[src/rtl/acc_shift_add.sv]
// acc_shift_add: accumulator register for a shift-and-add multiplier datapath.
// Each rising clock edge performs exactly one operation, chosen by fixed priority:
// parallel load, add of the input word, logical right shift, or hold.
// The output is driven straight from the register, so there is no combinational
// path from any input to the output.
//
// Ports:
//   clk_i       system clock; all state updates on the rising edge
//   rst_ni      asynchronous active-low reset; clears the accumulator
//   load_i      parallel load of entradas_i (highest priority)
//   ad_i        add entradas_i to the accumulator, modulo 2^WIDTH
//   sh_i        logical right shift by one, MSB filled with zero (lowest priority)
//   entradas_i  data operand (load value or addend)
//   saidas_o    accumulator contents (registered)
module acc_shift_add #(
    parameter int unsigned WIDTH = 9
) (
    input  logic             clk_i,
    input  logic             rst_ni,
    input  logic             load_i,
    input  logic             ad_i,
    input  logic             sh_i,
    input  logic [WIDTH-1:0] entradas_i,
    output logic [WIDTH-1:0] saidas_o
);

    logic [WIDTH-1:0] acc_q;
    logic [WIDTH-1:0] acc_d;

    // Priority mux. entradas_i only reaches acc_d on the load and add paths, so an
    // idle (possibly X) operand cannot disturb a shift or a hold.
    always_comb begin
        acc_d = acc_q;
        if (load_i) begin
            acc_d = entradas_i;
        end else if (ad_i) begin
            // Same-width add: the carry out is discarded, giving wrap-around.
            acc_d = acc_q + entradas_i;
        end else if (sh_i) begin
            acc_d = {1'b0, acc_q[WIDTH-1:1]};
        end
    end

    always_ff @(posedge clk_i or negedge rst_ni) begin
        if (!rst_ni) begin
            acc_q <= '0;
        end else begin
            acc_q <= acc_d;
        end
    end

    assign saidas_o = acc_q;

endmodule

[config.mk]
export PLATFORM = sky130hd
export DESIGN_NAME = acc_shift_add
export DESIGN_NICKNAME = d
export VERILOG_FILES = /design/src/rtl/acc_shift_add.sv
export SDC_FILE = /design/constraint.sdc
export NUM_CORES = 1
export LEC_CHECK = 0
export CORE_ASPECT_RATIO = 1.1
export CORE_MARGIN = 2
export CORE_UTILIZATION = 51
export DETAILED_ROUTE_END_ITERATION = 6
export HOLD_SLACK_MARGIN = 0.15
export PLACE_DENSITY = 0.83
export SYNTH_ARGS = -nofsm -noshare
export SYNTH_HDL_FRONTEND = slang
export SYNTH_SLANG_ARGS = --single-unit
[constraint.sdc]
create_clock -name clk_i -period 3.2 [get_ports clk_i]
set_clock_uncertainty 0.15 [all_clocks]
set_input_delay 0.64 -clock clk_i [delete_from_list [all_inputs] [get_ports clk_i]]
set_output_delay 0.64 -clock clk_i [all_outputs]
set_load 0.01 [all_outputs]
==> key figures, run 1 <==
Setup path
  – CP arrival: 2740 ps
  – CP Capture Type: flip-flop
  – Crit Path Category: in2reg
  – R2r endpoint: saidas_o[6]
  – Worst r2r path cells: 8
  – Internal reg-to-reg setup slack: 860 ps
  – Critical path data required time: 3170 ps
  – Cells along the critical path: clkdlybuf4s50_1 > ha_1 > inv_1 > fa_1 > nor2b_1 > o31a_1 > or3_2 > a311oi_1 > a21oi_1
  – CP Launch Point: entradas_i[0]
  – Worst setup SP type: primary input
  – Worst Path Max Fanout: 4
  – CP max stage delay: 450 ps
  – Worst r2r src: saidas_o[0]
  – Slowest CP cell: or3_2

Die
  – IO Pins: 23
  – Die Width: 43.7 um
  – Die height: 47.7 um
  – Rows: 15
  – Die area: 2080 um2
  – Initial Util: 0.554
  – Core ar.: 1600 um2

Yosys
  – Yosys warnings: 0
  – Distinct cells, synth: 36
  – Async S/R FF share, synth: 1.00
  – Synth Area in Simple Gates: 0.193
  – Most common library cells after synthesis: o21ai_0 (11), dfrtp_1 (9), a21oi_1 (8), ha_1 (8), inv_1 (8)
  – Mux share of post-synthesis cell area: 0.0807
  – Yosys top cell area share: 0.255
  – EDFF count, synth: 0
  – Synthesized area: 883 um2
  – Main combinational cell family by area after synthesis: compound AO/OA/AOI/OAI gates
  – Synth top area cells: dfrtp_1 (25%), ha_1 (11%), mux2i_1 (6.8%)
  – Synth Area in Adders: 0.136
  – Sequential share of the synthesized area: 0.255
  – Top FF cell, synth: dfrtp_1
  – Xor/xnor share of the synthesized area: 0.00992
  – Synth area leader: dfrtp_1
  – Flops & latches, synth: 9
  – Syn_area_per_cell: 8.33 um2
  – Syn Inst Count: 106
  – Compound-cell area share of the yosys netlist: 0.269
  – Post-Syn Nets: 129
  – Most frequent cell after synthesis: o21ai_0

Clock tree
  – H-tree level count: 1
  – Worst-Skew Late Latency: 270 ps
  – Total CTS buffers: 3
  – Clock buffer depth: 2
  – Root buffer cell: clkbuf_4
  – Sink Count: 9
  – Post-CTS setup buffer count: 0
  – Clock Pin Slew Worst Setup and Hold Paths: 70 ps
  – CTS tree: built
  – # resized after CTS: 0
  – Hold buffers post-CTS: 0

Cells and area
  – Fillcell total: 122
  – Register area: 225 um2
  – Multi-input logic area: 608 um2
  – N_diodes: 0
  – Nets@finish: 152
  – Area Overhead vs Synth: 28.9%
  – Flip-flop count of the largest register after layout: 9
  – Share of cells above drive strength 1: 0.0547

GRT
  – Global route overflow: 0
  – Met1 usage: 0.284
  – Initial antenna violation count: 0
  – Met3 Usage GRT: 0.0377
  – Most Used Layer, Global Route: met2
  – Vias in the first global route: 867
  – Met2 GRT Util: 0.468
  – Largest net degree at the start of global routing: 19
  – Global-route wire length before repair: 3740 um
  – Gr usage total: 0.249

Route
  – Drt total wl: 2240 um
  – TritonRoute pass-1 iters: 4
  – Initial drt markers: 18
  – Number of remaining DRC errors: 0
  – Via density: 6.19
  – Post-route ant nets: 0
  – Total number of vias: 897
  – DR WL/cell: 15.5 um

Timing
  – Tmin final: 2770 ps
  – Final slew viol count: 0
  – Unrepaired setup endpoints after global routing: false
  – Worst-margin pin slew: 616 ps
  – Final setup TNS: 0 ps
  – Fin. Hold Viols: 0
  – Period utilisation layout: 0.865
  – Peak Freq: 0.361 GHz
  – Hold_ws: 515 ps
  – Setup Viol. Count Final: 0
  – Slew HR: 0.588

Place
  – Hpwl dp: 1710 um
  – Number of port buffers: 22
  – GP Congestion: 0.785

Pwr
  – Pleak: 0.000491 uW
  – Net Switching: 174 uW
  – Clk pwr share: 0.199
  – Peak supply drop: 0.224 mV
  – Switching portion of total power: 0.369
  – Combinational power share: 0.486
  – Internal power: 298 uW
  – PD cells: 415 nW/um2
  – Total chip power: 472 uW
  – Flop pwr share: 0.315

Run status
  – Status: complete, no violations

Flow run
  – # Max-Cap Violations: 0

Min path
  – Hold crit path type: reg2reg
  – Hold Path End: saidas_o[8]
  – Hold Crit Depth: 2
  – Worst hold start: saidas_o[8]
[worst max path at each step]
stage,end,slack (ps)
floorplan,saidas_o[8],750
global placement,saidas_o[6],200
detailed placement,saidas_o[6],180
CTS,saidas_o[6],450
global route,saidas_o[6],320
finish,saidas_o[6],430
[metal layers]
| layer | up-vias | part of all wire |
|---|---|---|
| met5 | - | 0 |
| met3 | 6 | 0.065 |
| met1 | 405 | 0.43 |
| li1 | 447 | - |
| met2 | 39 | 0.49 |
| met4 | 0 | 0.014 |
[critical path: cells and delay by family]
family                   cells  cell delay [ps]
AND/OR/NAND/NOR              2              520
AO/OA/AOI/OAI                3              650
buffers and inverters        2              510
adder cells (fa/ha/maj)      2              420
[cell type report]
| cell class | count | area share |
|---|---|---|
| tap | 17 | 0.0187 |
| multi-input combinational | 84 | 0.534 |
| inverter | 8 | 0.0264 |
| clock buffer | 4 | 0.0231 |
| timing repair buffer | 23 | 0.200 |
| sequential | 9 | 0.198 |
[cell usage in the layout, fill, tap and decap left out, types with 2 or more instances in the layout]
master / netlist / layout
clkdlybuf4s50_1: 0 / 22
o21ai_0: 11 / 11
dfrtp_1: 9 / 9
inv_1: 8 / 8
a21oi_1: 8 / 8
ha_1: 8 / 8
nand2_1: 7 / 7
nor2_1: 7 / 7
mux2i_1: 6 / 6
o21a_1: 4 / 4
nor3_1: 4 / 4
clkbuf_4: 0 / 3
nand3b_1: 2 / 2
a2bb2oi_1: 2 / 2
nor3b_1: 2 / 2
nor4b_1: 2 / 2
or3_2: 2 / 2
[cell families after synthesis]
family | count (synthesis)
AO/OA/AOI/OAI | 36
AND/OR/NAND/NOR | 31
buffers and inverters | 13
adder cells (fa/ha/maj) | 9
flip-flops | 9
multiplexers | 7
XOR/XNOR | 1
[per-stage QoR]
stage | util | cells | cell area (um2) | worst slack [ps]
6_report | 0.714 | 145 | 1140 | 432
5_1_grt | 0.714 | 145 | 1140 | 320
3_5_place_dp | 0.697 | 141 | 1110 | 179
4_1_cts | 0.714 | 145 | 1140 | 445
2_1_floorplan | - | 106 | 883 | 752
3_3_place_gp | 0.697 | 141 | 1110 | 195
[power by group through the flow]
stage	clock network, uW	registers [uW]	logic, uW
after global routing	102	152	257
after detailed placement	0	151	227
final	93.9	149	230
after floorplan	0	155	139
after global placement	0	150	220
after CTS	96.5	149	229
No activity file was read; power rests on OpenSTA's default activity.
==> inputs of run 2 (changes only) <==
--- a/config.mk
+++ b/config.mk
@@ -9,8 +9,8 @@
 export CORE_MARGIN = 2
 export CORE_UTILIZATION = 51
 export DETAILED_ROUTE_END_ITERATION = 6
-export HOLD_SLACK_MARGIN = 0.15
 export PLACE_DENSITY = 0.83
+export SKIP_CTS_REPAIR_TIMING = 1
 export SYNTH_ARGS = -nofsm -noshare
 export SYNTH_HDL_FRONTEND = slang
 export SYNTH_SLANG_ARGS = --single-unit
==> results of run 2 <==
Same layout as run 1: the final DEF is identical, and so are final timing and power.
==> inputs of run 3 (changes only) <==
--- a/config.mk
+++ b/config.mk
@@ -6,7 +6,7 @@
 export NUM_CORES = 1
 export LEC_CHECK = 0
 export CORE_ASPECT_RATIO = 1.1
-export CORE_MARGIN = 2
+export CORE_MARGIN = 5
 export CORE_UTILIZATION = 51
 export DETAILED_ROUTE_END_ITERATION = 6
 export PLACE_DENSITY = 0.83
==> key figures, run 3 (synthesized netlist as in run 1, its figures left out) <==
GRT
  – Largest net degree at the start of global routing: 19 (unchanged)
  – Global-route wire length before repair: 4040 um (was 3740 um)
  – Gr usage total: 0.199 (was 0.249)
  – Vias in the first global route: 891 (was 867)
  – Global route overflow: 0 (unchanged)
  – Initial antenna violation count: 0 (unchanged)

Route
  – DR WL/cell: 16.1 um (was 15.5 um)
  – Total number of vias: 903 (was 897)
  – TritonRoute pass-1 iters: 4 (unchanged)
  – Drt total wl: 2330 um (was 2240 um)
  – Post-route ant nets: 0 (unchanged)
  – Via density: 6.23 (was 6.19)
  – Initial drt markers: 11 (was 18)
  – Number of remaining DRC errors: 0 (unchanged)

Setup path
  – Worst setup SP type: primary input (unchanged)
  – CP Capture Type: flip-flop (unchanged)
  – Critical path data required time: 3180 ps (was 3170 ps)
  – Crit Path Category: in2reg (unchanged)
  – CP arrival: 2740 ps (about the same)
  – Worst Path Max Fanout: 4 (unchanged)

Timing
  – Setup Viol. Count Final: 0 (unchanged)
  – Period utilisation layout: 0.863 (was 0.865)
  – Final setup TNS: 0 ps (unchanged)
  – Tmin final: 2760 ps (was 2770 ps)
  – Peak Freq: 0.362 GHz (was 0.361 GHz)
  – Fin. Hold Viols: 0 (unchanged)
  – Final slew viol count: 0 (unchanged)
  – Unrepaired setup endpoints after global routing: false (unchanged)
  – Slew HR: 0.588 (about the same)
  – Worst-margin pin slew: 616 ps (about the same)

Die
  – Rows: 15 (unchanged)
  – Initial Util: 0.547 (was 0.554)
  – Die height: 53.7 um (was 47.7 um)
  – Die Width: 49.7 um (was 43.7 um)
  – IO Pins: 23 (unchanged)
  – Core ar.: 1610 um2 (was 1600 um2)
  – Die area: 2670 um2 (was 2080 um2)

Cells and area
  – Fillcell total: 125 (was 122)
  – Fin util: 0.705 (was 0.714)
  – Flip-flop count of the largest register after layout: 9 (unchanged)
  – Share of cells above drive strength 1: 0.0547 (unchanged)
  – Area Overhead vs Synth: 28.9% (unchanged)
  – Nets@finish: 152 (unchanged)
  – N_diodes: 0 (unchanged)
  – Most common cell after layout, fill and taps aside: clkdlybuf4s50_1 (unchanged)
  – Non-Filler Instances: 145 (unchanged)
  – Commonest non-fill, non-tap cells in the layout: clkdlybuf4s50_1 (22), o21ai_0 (11), dfrtp_1 (9) (unchanged)

Clock tree
  – Worst-Skew Late Latency: 270 ps (about the same)
  – H-tree level count: 1 (unchanged)
  – Clock Pin Slew Worst Setup and Hold Paths: 70 ps (about the same)
  – Clock buffer depth: 2 (unchanged)
  – Total CTS buffers: 3 (unchanged)
  – Root buffer cell: clkbuf_4 (unchanged)
  – Sink Count: 9 (unchanged)
  – CTS tree: built (unchanged)

Place
  – GP Congestion: 0.873 (was 0.785)
  – Number of port buffers: 22 (unchanged)
  – Hpwl dp: 1730 um (was 1710 um)
  – Placed insts: 141 (unchanged)

Min path
  – Hold crit path type: in2async (was reg2reg)

Pwr
  – Pleak: 0.000491 uW (unchanged)
  – PD cells: 417 nW/um2 (was 415 nW/um2)
  – Peak supply drop: 0.254 mV (was 0.224 mV)

Run status
  – Status: complete, no violations (unchanged)

Flow run
  – # Max-Cap Violations: 0 (unchanged)
run 3: metrics by stage:
| stage | hold slack [ps] | cell area (um2) | power (uW) | worst slack [ps] |
|---|---|---|---|---|
| after global routing | 562 | 1140 | 512 | 343 |
| after floorplan | 194 | 883 | 294 | 752 |
| final | 522 | 1140 | 475 | 438 |
| after CTS | 522 | 1140 | 477 | 453 |
| after global placement | 481 | 1110 | 372 | 207 |
| after detailed placement | 500 | 1110 | 378 | 181 |
run 3: worst paths after layout:
check / start / end / slack [ps] / cells after the start
min in group clk_i: saidas_o[8] / saidas_o[8] / 520 / 2
min reg2reg: saidas_o[8] / saidas_o[8] / 520 / 2
max in group asynchronous: rst_ni / saidas_o[8] / 2070 / 1
min: rst_ni / saidas_o[3] / 520 / 1
max: entradas_i[0] / saidas_o[6] / 440 / 9
max reg2reg: saidas_o[5] / saidas_o[8] / 860 / 6
run 3: worst max-delay path, cell delays in order:
cell and delay (ps):
clkdlybuf4s50_1 430, ha_1 230, inv_1 70, fa_1 210, nor2b_1 80, o31a_1 280
or3_2 470, a311oi_1 270, a21oi_1 60
run 3: final cells by class:
class | count | area (um2) | area share
multi-input cells | 84 | 608 | 0.534
inverters | 8 | 30.0 | 0.0264
repair buffers | 23 | 228 | 0.200
well taps | 17 | 21.3 | 0.0187
flip-flops and latches | 9 | 225 | 0.198
clock buffers | 4 | 26.3 | 0.0231
run 3: where the power goes:
part	switching [uW]	total, uW	internal (uW)
Clock	46.8	95.2	48.4
Combinational	110	230	120
Sequential	19.2	149	130
run 3: metal layers:
layer	GRT usage	share of wire	routed length (um)	vias to the layer above
met5	0	0	0	-
met4	0.0786	0.016	37	0
met3	0.0443	0.053	124	5
met2	0.354	0.50	1170	23
met1	0.231	0.43	1010	431
li1	-	-	-	444
